File: config.mk
export PLATFORM = sky130hd
export DESIGN_NAME = mac_unit_vert_seq_flat
export DESIGN_NICKNAME = d
export VERILOG_FILES = /design/src/rtl/mac_unit_vert_seq_if.sv /design/src/rtl/mac_unit_vert_seq.sv /design/src/flat_wrapper.sv
export SDC_FILE = /design/constraint.sdc
export NUM_CORES = 2
export LEC_CHECK = 0
export CAP_MARGIN = 10
export CORE_MARGIN = 2
export CORE_UTILIZATION = 31
export DETAILED_ROUTE_END_ITERATION = 10
export GPL_TIMING_DRIVEN = 0
export PLACE_DENSITY_LB_ADDON = 0.05
export SYNTH_ARGS = -nofsm -noshare
export SYNTH_HDL_FRONTEND = slang
export SYNTH_SLANG_ARGS = --single-unit
export TNS_END_PERCENT = 30
File: constraint.sdc
create_clock -name clk -period 9.6 [get_ports clk]
set_input_delay 1.92 -clock clk [delete_from_list [all_inputs] [get_ports clk]]
set_output_delay 1.92 -clock clk [all_outputs]
set_load 0.03 [all_outputs]
File: src/rtl/mac_unit_vert_seq_if.sv
// mac_unit_vert_seq_if: start/column/result handshake bundle between the column scheduler and the MAC.
interface mac_unit_vert_seq_if #(
    parameter int DATA_WIDTH = 8,
    parameter int VEC_LENGTH = 32,
    parameter int GROUP_SIZE = 8,
    parameter int MAX_WPREC  = 8
);
    localparam int NGROUP       = VEC_LENGTH / GROUP_SIZE;
    localparam int WP_W         = $clog2(MAX_WPREC + 1);
    localparam int ACC_WIDTH    = DATA_WIDTH + MAX_WPREC + $clog2(VEC_LENGTH);
    localparam int RESULT_WIDTH = 2 * DATA_WIDTH;

    logic                                   start_valid;
    logic                                   start_ready;
    logic [WP_W-1:0]                        w_prec;
    logic                                   w_signed;
    logic                                   load_accum;
    logic [ACC_WIDTH-1:0]                   accum_prev;
    logic [VEC_LENGTH-1:0][DATA_WIDTH-1:0]  act_in;
    logic                                   col_valid;
    logic                                   col_ready;
    logic [VEC_LENGTH-1:0]                  col_mask;
    logic [NGROUP-1:0]                      col_inv;
    logic                                   out_valid;
    logic                                   out_ready;
    logic [ACC_WIDTH-1:0]                   result;
    logic [RESULT_WIDTH-1:0]                result_hi;
    logic                                   busy;

    modport master (
        output start_valid, w_prec, w_signed, load_accum, accum_prev, act_in,
               col_valid, col_mask, col_inv, out_ready,
        input  start_ready, col_ready, out_valid, result, result_hi, busy
    );

    modport slave (
        input  start_valid, w_prec, w_signed, load_accum, accum_prev, act_in,
               col_valid, col_mask, col_inv, out_ready,
        output start_ready, col_ready, out_valid, result, result_hi, busy
    );
endinterface

File: src/rtl/mac_unit_vert_seq.sv
// mac_unit_vert_seq: bit-serial dot-product MAC, one weight column per beat, LSB first.
module mac_unit_vert_seq #(
    parameter int DATA_WIDTH = 8,
    parameter int VEC_LENGTH = 32,
    parameter int GROUP_SIZE = 8,
    parameter int MAX_WPREC  = 8
) (
    input logic               clk,
    input logic               reset,
    mac_unit_vert_seq_if.slave bus
);
    localparam int NGROUP        = VEC_LENGTH / GROUP_SIZE;
    localparam int WP_W          = $clog2(MAX_WPREC + 1);
    localparam int SUM_ACT_WIDTH = DATA_WIDTH + $clog2(GROUP_SIZE);
    localparam int ACC_WIDTH     = DATA_WIDTH + MAX_WPREC + $clog2(VEC_LENGTH);
    localparam int RESULT_WIDTH  = 2 * DATA_WIDTH;

    typedef enum logic [1:0] {IDLE, RUN, DRAIN, DONE} state_t;

    state_t                                    state_q, state_d;
    logic [VEC_LENGTH-1:0][DATA_WIDTH-1:0]     act_r;
    logic [NGROUP-1:0][SUM_ACT_WIDTH-1:0]      gsum, gsum_in;
    logic [SUM_ACT_WIDTH-1:0]                  msum, psum;
    logic [ACC_WIDTH-1:0]                      acc, p1, total, term;
    logic [WP_W-1:0]                           w_prec_r, col_idx;
    logic                                      w_signed_r, p1_vld;
    logic                                      start, beat, last_col;

    assign start    = bus.start_valid && state_q == IDLE;
    assign beat     = bus.col_valid && state_q == RUN;
    assign last_col = col_idx == w_prec_r - WP_W'(1);

    always_comb begin
        gsum_in = '0;
        for (int g = 0; g < NGROUP; g++)
            for (int l = 0; l < GROUP_SIZE; l++)
                gsum_in[g] = gsum_in[g] + SUM_ACT_WIDTH'($signed(bus.act_in[g*GROUP_SIZE+l]));
    end

    // Inverted groups mark zero bits, so the ones-sum is the group total minus the marked lanes.
    always_comb begin
        total = '0;
        msum  = '0;
        psum  = '0;
        for (int g = 0; g < NGROUP; g++) begin
            msum = '0;
            for (int l = 0; l < GROUP_SIZE; l++)
                msum = msum + (bus.col_mask[g*GROUP_SIZE+l] ? SUM_ACT_WIDTH'($signed(act_r[g*GROUP_SIZE+l])) : '0);
            psum  = bus.col_inv[g] ? gsum[g] - msum : msum;
            total = total + ACC_WIDTH'($signed(psum));
        end
        term = ((w_signed_r && last_col) ? -total : total) << col_idx;
    end

    always_comb begin
        state_d = state_q == IDLE  ? (bus.start_valid ? RUN : IDLE) :
                  state_q == RUN   ? ((beat && last_col) ? DRAIN : RUN) :
                  state_q == DRAIN ? DONE :
                  (bus.out_ready ? IDLE : DONE);
        bus.start_ready = state_q == IDLE;
        bus.col_ready   = state_q == RUN;
        bus.out_valid   = state_q == DONE;
        bus.busy        = state_q != IDLE;
    end

    assign bus.result    = acc;
    assign bus.result_hi = acc[ACC_WIDTH-1 -: RESULT_WIDTH];

    always_ff @(posedge clk) begin
        if (reset) begin
            state_q    <= IDLE;
            acc        <= '0;
            act_r      <= '0;
            gsum       <= '0;
            col_idx    <= '0;
            p1         <= '0;
            p1_vld     <= 1'b0;
            w_prec_r   <= '0;
            w_signed_r <= 1'b0;
        end else begin
            state_q <= state_d;
            p1_vld  <= beat;
            if (beat) begin
                p1      <= term;
                col_idx <= col_idx + WP_W'(1);
            end
            if (start) begin
                act_r      <= bus.act_in;
                gsum       <= gsum_in;
                w_prec_r   <= (bus.w_prec == '0 || bus.w_prec > WP_W'(MAX_WPREC)) ? WP_W'(MAX_WPREC) : bus.w_prec;
                w_signed_r <= bus.w_signed;
                acc        <= bus.load_accum ? bus.accum_prev : '0;
                col_idx    <= '0;
            end else if (p1_vld) begin
                acc <= acc + p1;
            end
        end
    end
endmodule

File: src/flat_wrapper.sv
// flat-port wrapper written by rule: the top's interface ports become plain ports
module mac_unit_vert_seq_flat 
#(
    parameter int DATA_WIDTH = 8,
    parameter int VEC_LENGTH = 32,
    parameter int GROUP_SIZE = 8,
    parameter int MAX_WPREC  = 8
)
  (clk, reset, bus_start_valid, bus_w_prec, bus_w_signed, bus_load_accum, bus_accum_prev, bus_act_in, bus_col_valid, bus_col_mask, bus_col_inv, bus_out_ready, bus_start_ready, bus_col_ready, bus_out_valid, bus_result, bus_result_hi, bus_busy);
  mac_unit_vert_seq_if #(.DATA_WIDTH(DATA_WIDTH), .VEC_LENGTH(VEC_LENGTH), .GROUP_SIZE(GROUP_SIZE), .MAX_WPREC(MAX_WPREC)) bus_i ();
  input logic clk;
  input logic reset;
  input wire logic [$bits(bus_i.start_valid)-1:0] bus_start_valid;
  input wire logic [$bits(bus_i.w_prec)-1:0] bus_w_prec;
  input wire logic [$bits(bus_i.w_signed)-1:0] bus_w_signed;
  input wire logic [$bits(bus_i.load_accum)-1:0] bus_load_accum;
  input wire logic [$bits(bus_i.accum_prev)-1:0] bus_accum_prev;
  input wire logic [$bits(bus_i.act_in)-1:0] bus_act_in;
  input wire logic [$bits(bus_i.col_valid)-1:0] bus_col_valid;
  input wire logic [$bits(bus_i.col_mask)-1:0] bus_col_mask;
  input wire logic [$bits(bus_i.col_inv)-1:0] bus_col_inv;
  input wire logic [$bits(bus_i.out_ready)-1:0] bus_out_ready;
  output wire logic [$bits(bus_i.start_ready)-1:0] bus_start_ready;
  output wire logic [$bits(bus_i.col_ready)-1:0] bus_col_ready;
  output wire logic [$bits(bus_i.out_valid)-1:0] bus_out_valid;
  output wire logic [$bits(bus_i.result)-1:0] bus_result;
  output wire logic [$bits(bus_i.result_hi)-1:0] bus_result_hi;
  output wire logic [$bits(bus_i.busy)-1:0] bus_busy;
  assign bus_i.start_valid = bus_start_valid;
  assign bus_i.w_prec = bus_w_prec;
  assign bus_i.w_signed = bus_w_signed;
  assign bus_i.load_accum = bus_load_accum;
  assign bus_i.accum_prev = bus_accum_prev;
  assign bus_i.act_in = bus_act_in;
  assign bus_i.col_valid = bus_col_valid;
  assign bus_i.col_mask = bus_col_mask;
  assign bus_i.col_inv = bus_col_inv;
  assign bus_i.out_ready = bus_out_ready;
  assign bus_start_ready = bus_i.start_ready;
  assign bus_col_ready = bus_i.col_ready;
  assign bus_out_valid = bus_i.out_valid;
  assign bus_result = bus_i.result;
  assign bus_result_hi = bus_i.result_hi;
  assign bus_busy = bus_i.busy;
  mac_unit_vert_seq #(.DATA_WIDTH(DATA_WIDTH), .VEC_LENGTH(VEC_LENGTH), .GROUP_SIZE(GROUP_SIZE), .MAX_WPREC(MAX_WPREC)) u_core (.clk(clk), .reset(reset), .bus(bus_i));
endmodule
==> results <==
- Yosys printed 0 warnings.
- The clock drives 354 sinks.
- The floorplan step set the die width to 320 um.
- After routing the design area is 0.0391 sq mm.
- The initial core utilization is 31.4%.
- The number of fillers in the final layout is 9765.
- The critical path is of the input pin to register type.
- Max-cap violations in this run came to 0.
- The cell chosen for the clock root is sky130_fd_sc_hd__clkbuf_16.
- The flow ran to the end, but the final reports show violations.
- Counting flops with an async set or reset pin after synthesis yields a share of 0%.
- Timing would allow up to 98.5 MHz.
- The number of buffers between clock root and the deepest sink is 3.
- Setup repair after global routing could not meet its margin everywhere.
- Across the routed clock network, the largest skew measured is 0.0286 ns.
- The aggregate routed wire length is 103000 um.
- The HPWL after detailed placement is 86600 um.
- The top cell type's share of synthesized area is 25.6%.
- After synthesis, the largest family of logic cells by area is adder cells.
- The net count of the finished layout is 4625.
- The post-layout worst setup margin is -0.557 ns.
- Synthesis instantiated 77 different standard cells from the library.
- The largest area contributor in the netlist is sky130_fd_sc_hd__fa_1.
- The fraction of the mapped netlist area in simple logic gates is 10.5%.
- Entering global routing, the biggest net connects 13 pins.
- The later pin in the worst-skew pair is clocked with a latency of 0.63 ns.
- After synthesis the cells add up to 0.0309 sq mm.
- The synthesized design contains 0 enable-type register cells.
- The number of I/O pins is 365.
- The fraction of layout cells with a size suffix above 1 is 9.39%.
- The die is 320 um tall.
- Dividing the detail-routed via count by the number of cells gives 4.90.
- The wire length of the first global-routing pass is 160000 um.
- After synthesis, flip-flops and latches occupy 22.9% of the total area.
- The final-report max-slew violation count is 0.
- After technology mapping, the gate count stands at 3248.
- The number of synthesized register bits is 354.
- For this block, the initial DRC count from the detailed router was 1140.
- The H-tree was split into 2 levels.
- The worst setup path is launched from an input pin.
- The number of placement rows is 115.
- Relative to the synthesized area, the layout overhead comes to 26.5%.
- The data arrival at the endpoint of the critical path is 10.67 ns.
- The remaining antenna violation count is 0.
- After synthesis, the most frequently instantiated cells are sky130_fd_sc_hd__inv_1, sky130_fd_sc_hd__fa_1, sky130_fd_sc_hd__dfxtp_1.
- The average wire per standard cell is 20.6 um.
- The total overflow left after global routing is 0.
- The relative max-transition margin is 19.7%.
- The flip-flop cell with the highest count after synthesis is sky130_fd_sc_hd__dfxtp_1.
- The share of the clock period used by the worst path after layout is 106%.
- The sum of buffers and inverters on the critical path is 5.
- The clock tree from TritonCTS is built.
- The delay contributed by the slowest stage of the critical path is 0.60 ns.
- During placement, the flow inserted port buffers numbering 357.
- The kind of path behind the tightest hold check is register to register.
- The critical path's top delay family is adder cells.
- The setup slack on the worst flop-to-flop path is 0.52 ns.
- The synthesized netlist devotes 18.7% of its cell area to compound gates.
- Yosys attributes the largest share of cell area to sky130_fd_sc_hd__fa_1, sky130_fd_sc_hd__dfxtp_1, sky130_fd_sc_hd__ha_1.
- The length of the first detailed-routing pass in iterations is 5.
- The synthesized netlist devotes 4.66% of its cell area to XOR and XNOR gates.
- The number of nets in the synthesized netlist is 4177.
- In this run, placement finished with an instance count of 4892.
- After detailed placement, the total cell area comes to 0.0362 sq mm.
- The via count of the first global-routing pass is 27100.
- The largest fanout on the critical path is 6.
- The routed layout has 24600 vias.
- The residual DRC count is 0.
- The largest individual stage delay along the critical path comes from the cell sky130_fd_sc_hd__fa_2.
- The most common cell in the netlist is sky130_fd_sc_hd__inv_1.
- The minimum clock period is 10.16 ns.
- The region available for standard cell placement spans 0.0986 sq mm.
- For this run, the number of standard cells in the final layout without fillers is 5017.
- Final hold analysis gives a worst-case slack of 0.459 ns.
- Data on the critical path is required at its endpoint by 10.11 ns.
- The floorplan step defined a die boundary enclosing 0.102 sq mm.
- By instance count, the cell type seen most on the critical path is sky130_fd_sc_hd__ha_4.
- The total count of hold-check failures in the final report is 0.
- Clock-pin slew was measured on the worst setup and hold paths at 0.05 ns.
- In this run, CTS created clock tree buffers numbering 49.
- The average footprint of a synthesized cell is 9.52 sq um.
- The portion of netlist area occupied by mux cells is 1.22%.
- Global routing consumed, over all layers together, 20.4% of the routing resources.
- The setup violation total in the final timing report is 12.
- The final reports fail on negative setup slack.
- The number of antenna violations at the first check in global routing came to 4.
- The worst setup path is captured at a register.
- Routability-driven placement finished with a final weighted congestion of 0.874.
- The pin slew with the least headroom to its limit is 1.21 ns.
- The adder-cell share of the synthesized area is 34.1%.
## repair_timing
action	CTS	global route
buffers inserted	25	14
gates resized for setup	261	68
hold buffers	0	0
setup endpoints to repair	15	15
pin swaps	95	49
## area by class of cell
cell class | instances | area (sq um) | area share (%)
Inverter | 500 | 1880 | 4.81
Multi-Input combinational cell | 2259 | 22400 | 57.2
Sequential cell | 354 | 7090 | 18.1
Clock inverter | 20 | 267 | 0.681
Clock buffer | 63 | 1370 | 3.50
Tap cell | 1287 | 1610 | 4.12
Timing Repair Buffer | 397 | 3960 | 10.1
Antenna cell | 2 | 5.00 | 0.0128
Buffer | 135 | 577 | 1.47
## worst min-delay path: stages (launching register included)
cell and delay (ns):
sky130_fd_sc_hd__dfxtp_1 0.31, sky130_fd_sc_hd__nand2_1 0.05, sky130_fd_sc_hd__a21oi_1 0.05
## metal layers
metal | wire [um] | track usage [%] | up-vias
met5 | 16 | 0 | -
met4 | 2720 | 6.12 | 4
met3 | 4280 | 3.01 | 125
met2 | 49700 | 35.0 | 471
met1 | 46500 | 26.4 | 12200
li1 | - | - | 11800
## flip-flops by register name (all words and copies together) (netlist names)
signal,flops
u_core.p1_vld,1
u_core.bus.result,21
u_core.act_r,256
u_core.w_prec_r,4
u_core.state_q,2
u_core.gsum,44
u_core.w_signed_r,1
u_core.p1,21
u_core.col_idx,4
## metrics by stage
stage | setup slack, ns | setup TNS [ns] | utilization, %
final | -0.557 | -5.52 | 39.7
after global routing | -0.820 | -9.03 | 39.7
after CTS | -0.475 | -3.97 | 39.3
after detailed placement | -2.25 | -29.37 | 36.8
after global placement | -2.19 | -28.67 | 36.8
after floorplan | -0.219 | -1.15 | -
## final timing paths
| check | start | endpoint | cells past startpoint |
|---|---|---|---|
| max reg2reg | u_core.act_r[106] | u_core.p1[12] | 34 |
| min reg2reg | u_core.gsum[9] | u_core.gsum[9] | 2 |
| max | bus_col_mask[13] | u_core.p1[12] | 35 |
| min | u_core.gsum[9] | u_core.gsum[9] | 2 |
## layout by cell type (no fill, tap or decap), types with 9 or more instances in the layout
cell                              instances
sky130_fd_sc_hd__a211oi_1                17
sky130_fd_sc_hd__a21o_1                  34
sky130_fd_sc_hd__a21oi_1                146
sky130_fd_sc_hd__a21oi_2                 31
sky130_fd_sc_hd__a22o_1                 278
sky130_fd_sc_hd__a31oi_1                 22
sky130_fd_sc_hd__and2_1                 143
sky130_fd_sc_hd__and2_4                  17
sky130_fd_sc_hd__buf_1                   17
sky130_fd_sc_hd__buf_4                   51
sky130_fd_sc_hd__buf_6                   10
sky130_fd_sc_hd__clkbuf_1               100
sky130_fd_sc_hd__clkbuf_16               50
sky130_fd_sc_hd__clkdlybuf4s50_1        333
sky130_fd_sc_hd__clkinv_2                11
sky130_fd_sc_hd__dfxtp_1                354
sky130_fd_sc_hd__fa_1                   388
sky130_fd_sc_hd__ha_1                   193
sky130_fd_sc_hd__ha_4                    15
sky130_fd_sc_hd__inv_1                  488
sky130_fd_sc_hd__inv_2                    9
sky130_fd_sc_hd__mux2i_1                 19
sky130_fd_sc_hd__nand2_1                228
sky130_fd_sc_hd__nand2b_1                12
sky130_fd_sc_hd__nand3_1                 30
sky130_fd_sc_hd__nand3b_1                 9
sky130_fd_sc_hd__nor2_1                 116
sky130_fd_sc_hd__nor2b_1                 21
sky130_fd_sc_hd__nor3_1                  25
sky130_fd_sc_hd__o211ai_1                13
sky130_fd_sc_hd__o21a_1                  21
sky130_fd_sc_hd__o21ai_0                 53
sky130_fd_sc_hd__o21ai_1                 13
sky130_fd_sc_hd__o21ai_2                 13
sky130_fd_sc_hd__o21bai_1                57
sky130_fd_sc_hd__or3_1                   15
sky130_fd_sc_hd__xnor2_1                114
sky130_fd_sc_hd__xnor2_2                 13
sky130_fd_sc_hd__xor2_1                  31
## logic make-up after synthesis
family	Yosys count
compound gates	794
xor+xnor	163
fa+ha+maj	605
buf+inv	635
flops	354
mux	32
simple gates	665
Power is left out: the tool's default activity adds up to more than one toggle a clock period on the data nets, which glitch-free logic cannot reach.
